[config.mk]
export PLATFORM = sky130hd
export DESIGN_NAME = adc_scan_ctrl
export DESIGN_NICKNAME = d
export VERILOG_FILES = /design/src/rtl/adc_scan_pkg.sv /design/src/rtl/adc_avg_acc.sv /design/src/rtl/adc_scan_ctrl.sv
export SDC_FILE = /design/constraint.sdc
export NUM_CORES = 1
export LEC_CHECK = 0
export BUFFER_PORTS_ARGS = -buffer_cell sky130_fd_sc_hd__buf_2
export CORE_UTILIZATION = 50
export CTS_CLUSTER_DIAMETER = 60
export DETAILED_ROUTE_END_ITERATION = 16
export GPL_TIMING_DRIVEN = 0
export MAX_ROUTING_LAYER = met4
export PLACE_DENSITY_LB_ADDON = 0.25
export SLEW_MARGIN = 20
export SYNTH_ARGS = -nofsm -noshare
export SYNTH_HDL_FRONTEND = slang
export SYNTH_SLANG_ARGS = --single-unit
export TNS_END_PERCENT = 100
[constraint.sdc]
create_clock -name clk -period 6.84 [get_ports clk]
set_input_delay 1.368 -clock clk [delete_from_list [all_inputs] [get_ports clk]]
set_output_delay 1.368 -clock clk [all_outputs]
set_load 0.1 [all_outputs]
[src/rtl/adc_scan_pkg.sv]
// Shared types and helpers for the ADC scan scheduler.
package adc_scan_pkg;
  typedef enum logic [1:0] {
    ST_IDLE  = 2'd0,
    ST_SYNC  = 2'd1,
    ST_WAIT  = 2'd2,
    ST_ARMED = 2'd3
  } state_t;

  localparam logic [1:0] MODE_BOTH0 = 2'd0;
  localparam logic [1:0] MODE_CH1   = 2'd1;
  localparam logic [1:0] MODE_CH2   = 2'd2;
  localparam logic [1:0] MODE_BOTH3 = 2'd3;

  // Results the ADC returns per sync for a given channel mode.
  function automatic logic [1:0] exp_results(input logic [1:0] m);
    return (m == MODE_CH1 || m == MODE_CH2) ? 2'd1 : 2'd2;
  endfunction
endpackage

[src/rtl/adc_avg_acc.sv]
// Per-channel signed accumulator: averages 2^AVG_LOG2 samples, with a
// scan-start snapshot so a timed-out scan can be rolled back.
module adc_avg_acc #(
  parameter int AVG_LOG2 = 2
) (
  input  logic        clk,
  input  logic        rst_l,
  input  logic [23:0] sample,
  input  logic        add,
  input  logic        clear,
  input  logic        mark,
  input  logic        restore,
  output logic [23:0] result,
  output logic        done
);
  localparam int W  = 24 + AVG_LOG2;
  localparam int CW = AVG_LOG2 + 1;

  logic signed [W-1:0] acc, snap_acc, sum;
  logic [CW-1:0]       cnt, snap_cnt;

  assign sum    = acc + W'($signed(sample));
  assign done   = add && (cnt == CW'((1 << AVG_LOG2) - 1));
  assign result = 24'(sum >>> AVG_LOG2);

  always_ff @(posedge clk or negedge rst_l) begin
    if (!rst_l) begin
      acc      <= '0;
      cnt      <= '0;
      snap_acc <= '0;
      snap_cnt <= '0;
    end else if (clear) begin
      acc      <= '0;
      cnt      <= '0;
      snap_acc <= '0;
      snap_cnt <= '0;
    end else if (restore) begin
      acc <= snap_acc;
      cnt <= snap_cnt;
    end else if (done) begin
      // Completed average is already emitted; a later rollback must not revive it.
      acc      <= '0;
      cnt      <= '0;
      snap_acc <= '0;
      snap_cnt <= '0;
    end else begin
      if (mark) begin
        snap_acc <= acc;
        snap_cnt <= cnt;
      end
      if (add) begin
        acc <= sum;
        cnt <= cnt + CW'(1);
      end
    end
  end
endmodule

[src/rtl/adc_scan_ctrl.sv]
// Periodic ADC scan scheduler: stretched sync per period, result counting,
// per-channel averaging, valid/ready output and sticky overrun/timeout.
module adc_scan_ctrl
  import adc_scan_pkg::*;
#(
  parameter int FREQ_MHZ    = 12,
  parameter int PERIOD_US   = 1000,
  parameter int SYNC_LEN    = 8,
  parameter int AVG_LOG2    = 2,
  parameter int TIMEOUT_CYC = 65535
) (
  input  logic        clk,
  input  logic        rst_l,
  input  logic        enable,
  input  logic [1:0]  mode,
  input  logic [13:0] cfg,
  output logic        adc_sync,
  output logic [13:0] adc_wreg_command,
  output logic [1:0]  adc_channel_choice,
  input  logic        adc_busy,
  input  logic [23:0] adc_data,
  input  logic        adc_channel,
  input  logic        adc_rd_en,
  output logic [23:0] avg_data,
  output logic        avg_channel,
  output logic        avg_valid,
  input  logic        avg_ready,
  input  logic        clr_status,
  output logic        overrun,
  output logic        timeout
);
  localparam int PERIOD_CYC = FREQ_MHZ * PERIOD_US;
  localparam int PW = $clog2(PERIOD_CYC + 1);
  localparam int SW = $clog2(SYNC_LEN + 1);
  localparam int TW = $clog2(TIMEOUT_CYC + 1);

  state_t         state, nxt;
  logic [PW-1:0]  pcnt;
  logic [SW-1:0]  scnt;
  logic [TW-1:0]  tcnt;
  logic [1:0]     rcnt;
  logic           tick, sync_done, rd_hit, scan_done, tmo_hit;
  logic           acc_clr, acc_mark, res_rdy, drop, ovr_set;
  logic [1:0]     add_v, done_v;
  logic [1:0][23:0] res_v;

  assign tick      = (state != ST_IDLE) && (pcnt == PW'(PERIOD_CYC - 1));
  assign sync_done = (scnt == SW'(SYNC_LEN - 1));
  assign rd_hit    = (state == ST_WAIT) && adc_rd_en;
  assign scan_done = rd_hit && ((rcnt + 2'd1) == exp_results(adc_channel_choice));
  assign tmo_hit   = (state == ST_WAIT) && !scan_done && (tcnt == TW'(TIMEOUT_CYC));

  always_ff @(posedge clk or negedge rst_l) begin
    if (!rst_l) state <= ST_IDLE;
    else        state <= nxt;
  end

  always_comb begin
    nxt = state;
    unique case (state)
      ST_IDLE:  if (enable && !adc_busy) nxt = ST_SYNC;
      ST_SYNC:  if (sync_done) nxt = ST_WAIT;
      ST_WAIT:  if (scan_done || tmo_hit) nxt = ST_ARMED;
      ST_ARMED: if (!enable) nxt = ST_IDLE;
                else if (tick) nxt = ST_SYNC;
      default:  nxt = ST_IDLE;
    endcase
  end

  always_comb begin
    adc_sync = (state == ST_SYNC);
    acc_clr  = (state == ST_IDLE);
    acc_mark = (state == ST_SYNC);
    add_v    = '0;
    if (rd_hit && !tmo_hit) add_v[adc_channel] = 1'b1;
  end

  for (genvar g = 0; g < 2; g++) begin : g_ch
    adc_avg_acc #(.AVG_LOG2(AVG_LOG2)) u_acc (
      .clk     (clk),
      .rst_l   (rst_l),
      .sample  (adc_data),
      .add     (add_v[g]),
      .clear   (acc_clr),
      .mark    (acc_mark),
      .restore (tmo_hit),
      .result  (res_v[g]),
      .done    (done_v[g])
    );
  end

  assign res_rdy = |done_v;
  assign drop    = res_rdy && avg_valid && !avg_ready;
  assign ovr_set = drop || (tick && (state == ST_SYNC || state == ST_WAIT));

  always_ff @(posedge clk or negedge rst_l) begin
    if (!rst_l) begin
      pcnt               <= '0;
      scnt               <= '0;
      tcnt               <= '0;
      rcnt               <= '0;
      adc_wreg_command   <= '0;
      adc_channel_choice <= '0;
      avg_data           <= '0;
      avg_channel        <= 1'b0;
      avg_valid          <= 1'b0;
      overrun            <= 1'b0;
      timeout            <= 1'b0;
    end else begin
      if (state == ST_IDLE && nxt == ST_SYNC) begin
        adc_channel_choice <= mode;
        adc_wreg_command   <= cfg;
      end
      pcnt <= (state == ST_IDLE || tick) ? '0 : pcnt + PW'(1);
      scnt <= (state == ST_SYNC && !sync_done) ? scnt + SW'(1) : '0;
      tcnt <= (state == ST_WAIT) ? tcnt + TW'(1) : '0;
      if (state != ST_WAIT) rcnt <= '0;
      else if (rd_hit)      rcnt <= rcnt + 2'd1;
      // A completing handshake frees the register for a same-cycle result.
      if (res_rdy && !drop) begin
        avg_valid   <= 1'b1;
        avg_data    <= done_v[1] ? res_v[1] : res_v[0];
        avg_channel <= done_v[1];
      end else if (avg_valid && avg_ready) begin
        avg_valid <= 1'b0;
      end
      if (ovr_set)         overrun <= 1'b1;
      else if (clr_status) overrun <= 1'b0;
      if (tmo_hit)         timeout <= 1'b1;
      else if (clr_status) timeout <= 1'b0;
    end
  end
endmodule
After elaboration in Yosys (flattened, before gate mapping)
Index checks and enable logic that the tools add are counted.
{"block": "op_classes", "n_addsub": 8, "order_cmp": 2, "n_eq_ne": 14, "mux": 53, "reduce_logical": 41}
{"op": "two-way mux 26 bit", "n": 16}
{"op": "adder 26 x 24 -> 26 bit", "n": 2}
{"op": "two-way mux 3 bit", "n": 16}
{"op": "two-way mux 24 bit", "n": 1}
{"op": "two-way mux 2 bit", "n": 9}
{"op": "logical AND 1 bit", "n": 17}
{"op": "adder 16 x 1 -> 16 bit, second input constant", "n": 1}
{"op": "equality test 16 bit, second input constant", "n": 1}
{"op": "two-way mux 16 bit", "n": 1}
{"op": "adder 14 x 1 -> 14 bit, second input constant", "n": 1}
{"op": "equality test 14 bit, second input constant", "n": 1}
{"op": "two-way mux 14 bit", "n": 1}
{"op": "nonzero test 2 bit", "n": 5}
{"op": "case mux 2 bit (4 select lines)", "n": 1}
{"op": "nonzero test 4 bit", "n": 2}
{"op": "adder 3 x 1 -> 3 bit, second input constant", "n": 2}
{"op": "equality test 2 x 1 -> 1 bit, second input constant", "n": 3}
{"op": "equality test 2 bit, second input constant", "n": 3}
{"op": "equality test 3 x 2 -> 1 bit, second input constant", "n": 2}
{"op": "logical NOT 1 bit", "n": 6}
{"op": "two-way mux 1 bit", "n": 6}
{"op": "nonzero test 3 bit", "n": 2}
{"op": "logical OR 1 bit", "n": 5}
{"op": "adder 4 x 1 -> 4 bit, second input constant", "n": 1}
{"op": "12 further kinds", "n": 13}
{"block": "totals", "register_bits": 198, "inputBits": 48, "out_inout_bits": 45, "wordCells": 138}

Longest topological paths before layout
{"block": "depth", "depth_word": 18, "ltp_mapped": 13, "depth_no_buf": 13}

Modules after synthesis
From an unflattened synthesis, not the netlist that was laid out.
{"block": "unflattened", "cells_unflattened": 1152, "hier_area_um2": 11526.1}
{"mod": "adc_avg_acc", "n_inst": 2, "cells_each": 399, "area_each_um2": 3837.4, "seq_area_each_um2": 1451.4}
{"mod": "adc_scan_ctrl", "n_inst": 1, "cells_each": 354, "area_each_um2": 3851.2, "seq_area_each_um2": 2052.0}

Least setup slack after synthesis
OpenSTA, ideal clock, no wires.
{"block": "synth_timing", "path_type": "input to register", "from": "in adc_data[0]", "to": "reg avg_data[22]", "setup_ns": 0.082, "t_arrival_ns": 3.917, "required_time_ns": 6.758, "slack_ns": 2.842, "cell_stages": 13, "n_path_buf": 0, "path_cell_list": "ha_1 -> inv_1 -> fa_1 -> nand2b_1 -> a21o_1 -> a21oi_1 -> a211oi_1 -> nor4_1 -> o31ai_1 -> a211oi_1 -> mux2i_1 -> o21ai_0 -> a31oi_1"}
{"block": "synth_between", "elab_chain_len": 2, "word_cells_on_any_way": 3, "classes_between": "add/sub: 2; mux: 1"}
{"item": "start: declaration", "line": "adc_scan_ctrl.sv:21", "source": "input logic [23:0] adc_data,"}
{"item": "adder 26 x 24 -> 26 bit", "line": "adc_avg_acc.sv:22", "source": "assign sum = acc + W'($signed(sample));"}
{"item": "two-way mux 24 bit (*)", "line": "adc_scan_ctrl.sv:122", "source": "avg_data <= done_v[1] ? res_v[1] : res_v[0];"}
{"item": "end signal: assignment", "line": "adc_scan_ctrl.sv:122"}
{"item": "end: declaration", "line": "adc_scan_ctrl.sv:24", "source": "output logic [23:0] avg_data,"}
Every way passes the cells marked *; elsewhere a longest branch is shown, timed or not.
A chain may end at the register's enable or synchronous reset.

Worst setup path in the final report
Same ends and word-level chain as after synthesis.

==> results.cfg <==
[finish]
layout-drive-gt1-share = 0.1300
instances_no_fill = 1634
diodes = 0
post-route-util = 0.5763
nets = 1452
syn2layout_area_growth_pct = 13.01

[yosys]
post-synth-top-area-fraction = 0.4452
syn_inst = 1229
async_reset_ff_frac = 1.000
synth-seq-cells = 198
synth_top_area_cell = dfrtp_1
ys_types = 69
synthTopCellsByArea = dfrtp_1, nand2_1, ha_1
synth_edf_count = 0
syn_area_per_cell_sq_um = 9.056
ys_top_cells_by_count = nand2_1, dfrtp_1, o21ai_0
synthesis.nets = 1339
synth_ff_type = dfrtp_1
netlist_area_sq_um = 11130
synth-warning-count = 0
synth.most_common_cell = nand2_1
synth_seq_area_share = 0.4452

[power]
p_leak_uw = 0.005807
power_density_nw_per_um2 = 454.1
power.total_uw = 5711
worst_ir_drop_vdd_mv = 0.2334

[die]
pin_count = 93
chipHeight_um = 151.2
core_area_sq_um = 21820
die_area_sq_um = 22860
num_rows = 54
dieWidth_um = 151.2
start_util = 0.5100

[timing]
worst_pin_slew_ns = 0.9647
clock.fmax_mhz = 216.4
tns_ns = 0
fin_crit_sh = 0.6756
period_needed_ns = 4.621
setup_viol = 0
skew_ns = 0.01299
slew_viol_final = 0
slew_headroom = 0.3569
rsz0062_at_grt = no
hold_violations = 0

[routing]
drt_pre_antenna_iters = 6
via_per_inst = 5.810
drt_iter0_drc = 830
detail_route.wl_per_cell_um = 18.54
vias = 9493
drc = 0
drt-total-wl_um = 30300
ant_nets = 0

[cts]
ctsHoldBuffers = 0
cts-buffers-inserted = 17
cts_buffer_depth = 2
root_buffer = clkbuf_16
cts.sinks = 198
cts_tree = yes
post_cts_buffers = 0
insertion_delay_ns = 0.45
clkTransAtPathRegs_ns = 0.07
cts_resized = 0
h-tree-depth = 4

[setup_path]
crit_top_cell = a211oi_1
critPathBufInv = 2
path_cells = buf_2 > ha_1 > inv_1 > fa_1 > nand2b_1 > a21o_1 > a21oi_1 > a211oi_1 > nor4_1 > o31ai_1 > a211oi_1 > mux2i_1 > o21ai_0 > a31oi_1
critPathLaunchType = primary input
critPathSlowestCell = nor4_1
max_stage_delay_ns = 0.57
crit_family = compound AO/OA/AOI/OAI gates
endpoint_kind = register
worstPathMaxFanout = 4
crit_type = primary input to register
cp.required_ns = 7.21
cp.arrival_ns = 4.99

[global_routing]
grt_pass1_wl_um = 47450
grt_pass1_vias = 8869
grt_max_degree = 71
antenna_found_initial = 0
track_usage = 0.2821
gr-total-overflow = 0

[place]
place.gp.congestion = 0.9326
hpwl_um = 21790
io_buffers = 92
dp_cells = 1603

[worst_hold_path]
hold_path.class = register to register

[run]
cap_violations = 0

[outcome]
outcome = completed
-- metal layers --
metal,GRT usage,share of wire,vias up
met5,-,0,-
li1,-,-,4537
met2,0.4390,0.46,302
met4,0.06950,0.015,0
met1,0.3833,0.46,4615
met3,0.04699,0.066,39
-- flip-flops by register name (all words and copies together), names as in the netlist --
name                 flops
overrun                  1
g_ch.u_acc.acc          52
g_ch.u_acc.cnt           6
timeout                  1
scnt                     4
pcnt                    14
g_ch.u_acc.snap_acc     52
tcnt                    16
g_ch.u_acc.snap_cnt      6
rcnt                     2
adc_channel_choice       2
state                    2
avg_data                24
avg_channel              1
adc_wreg_command        14
avg_valid                1
-- worst reg2reg max path: cells and delay by family (launching register included) --
family / cells / cell delay [ns]
compound gates: 7 / 1.72
mux: 1 / 0.27
buf+inv: 1 / 0.08
simple gates: 2 / 0.76
flops: 1 / 0.38
fa+ha+maj: 2 / 0.68
-- final timing paths --
check | startpoint | depth (start not counted) | slack [ns] | to
max reg2reg | g_ch[1].u_acc.acc[0]$_DFFE_PN0P_ | 13 | 2.88 | avg_data[22]$_DFFE_PN0P_
min | scnt[0]$_DFF_PN0_ | 1 | 0.46 | scnt[0]$_DFF_PN0_
min in group asynchronous | rst_l | 1 | 0.86 | g_ch[1].u_acc.snap_acc[21]$_DFFE_PN0P_
min reg2reg | scnt[0]$_DFF_PN0_ | 1 | 0.46 | scnt[0]$_DFF_PN0_
max in group asynchronous | rst_l | 2 | 5.25 | rcnt[1]$_DFFE_PN0P_
max | adc_data[0] | 14 | 2.22 | avg_data[22]$_DFFE_PN0P_
-- stage by stage --
| stage | cell area (sq um) | hold slack [ns] | setup WS, ns |
|---|---|---|---|
| after floorplan | 11130 | 0.4304 | 2.842 |
| after detailed placement | 12010 | 0.4482 | 1.817 |
| after CTS | 12580 | 0.4612 | 2.242 |
| after global routing | 12580 | 0.4994 | 1.985 |
| final | 12580 | 0.4587 | 2.219 |
| after global placement | 11940 | 0.4487 | 0.9902 |
-- cells by family after synthesis --
family | Yosys count | synth area share
simple gates | 437 | 0.1747
compound gates | 354 | 0.1930
flops | 198 | 0.4452
buf+inv | 86 | 0.03968
xor+xnor | 73 | 0.05745
fa+ha+maj | 62 | 0.07105
mux | 19 | 0.01889
-- area by class of cell --
cell class	instances	area (sq um)
Buffer	61	347.8
Clock buffer	18	429.2
Clock inverter	13	142.6
Fill cell	1942	9246
Inverter	25	93.84
Multi-Input combinational cell	945	5733
Sequential cell	198	4955
Tap cell	280	350.3
Timing Repair Buffer	94	525.5
-- layout by cell type (no fill, tap or decap), types with 17 or more instances in the layout --
master and n:
a21o_1 22, clkbuf_1 32, dfrtp_1 198, nand3_1 26, ha_1 60, nor2_1 84
a21oi_1 70, a22oi_1 40, nand2_1 238, a31oi_1 20, xnor2_1 46, inv_1 25
o21ai_1 24, xor2_1 27, clkbuf_16 17, buf_2 101, o21ai_0 120, and2_1 17
-- power by group --
part / total, uW / leakage (uW) / switching [uW] / internal, uW
logic: 2990 / 0.00288 / 2140 / 846
clock network: 1020 / 0.000272 / 501 / 515
registers: 1710 / 0.00265 / 214 / 1500
No activity file was read; power rests on OpenSTA's default activity.
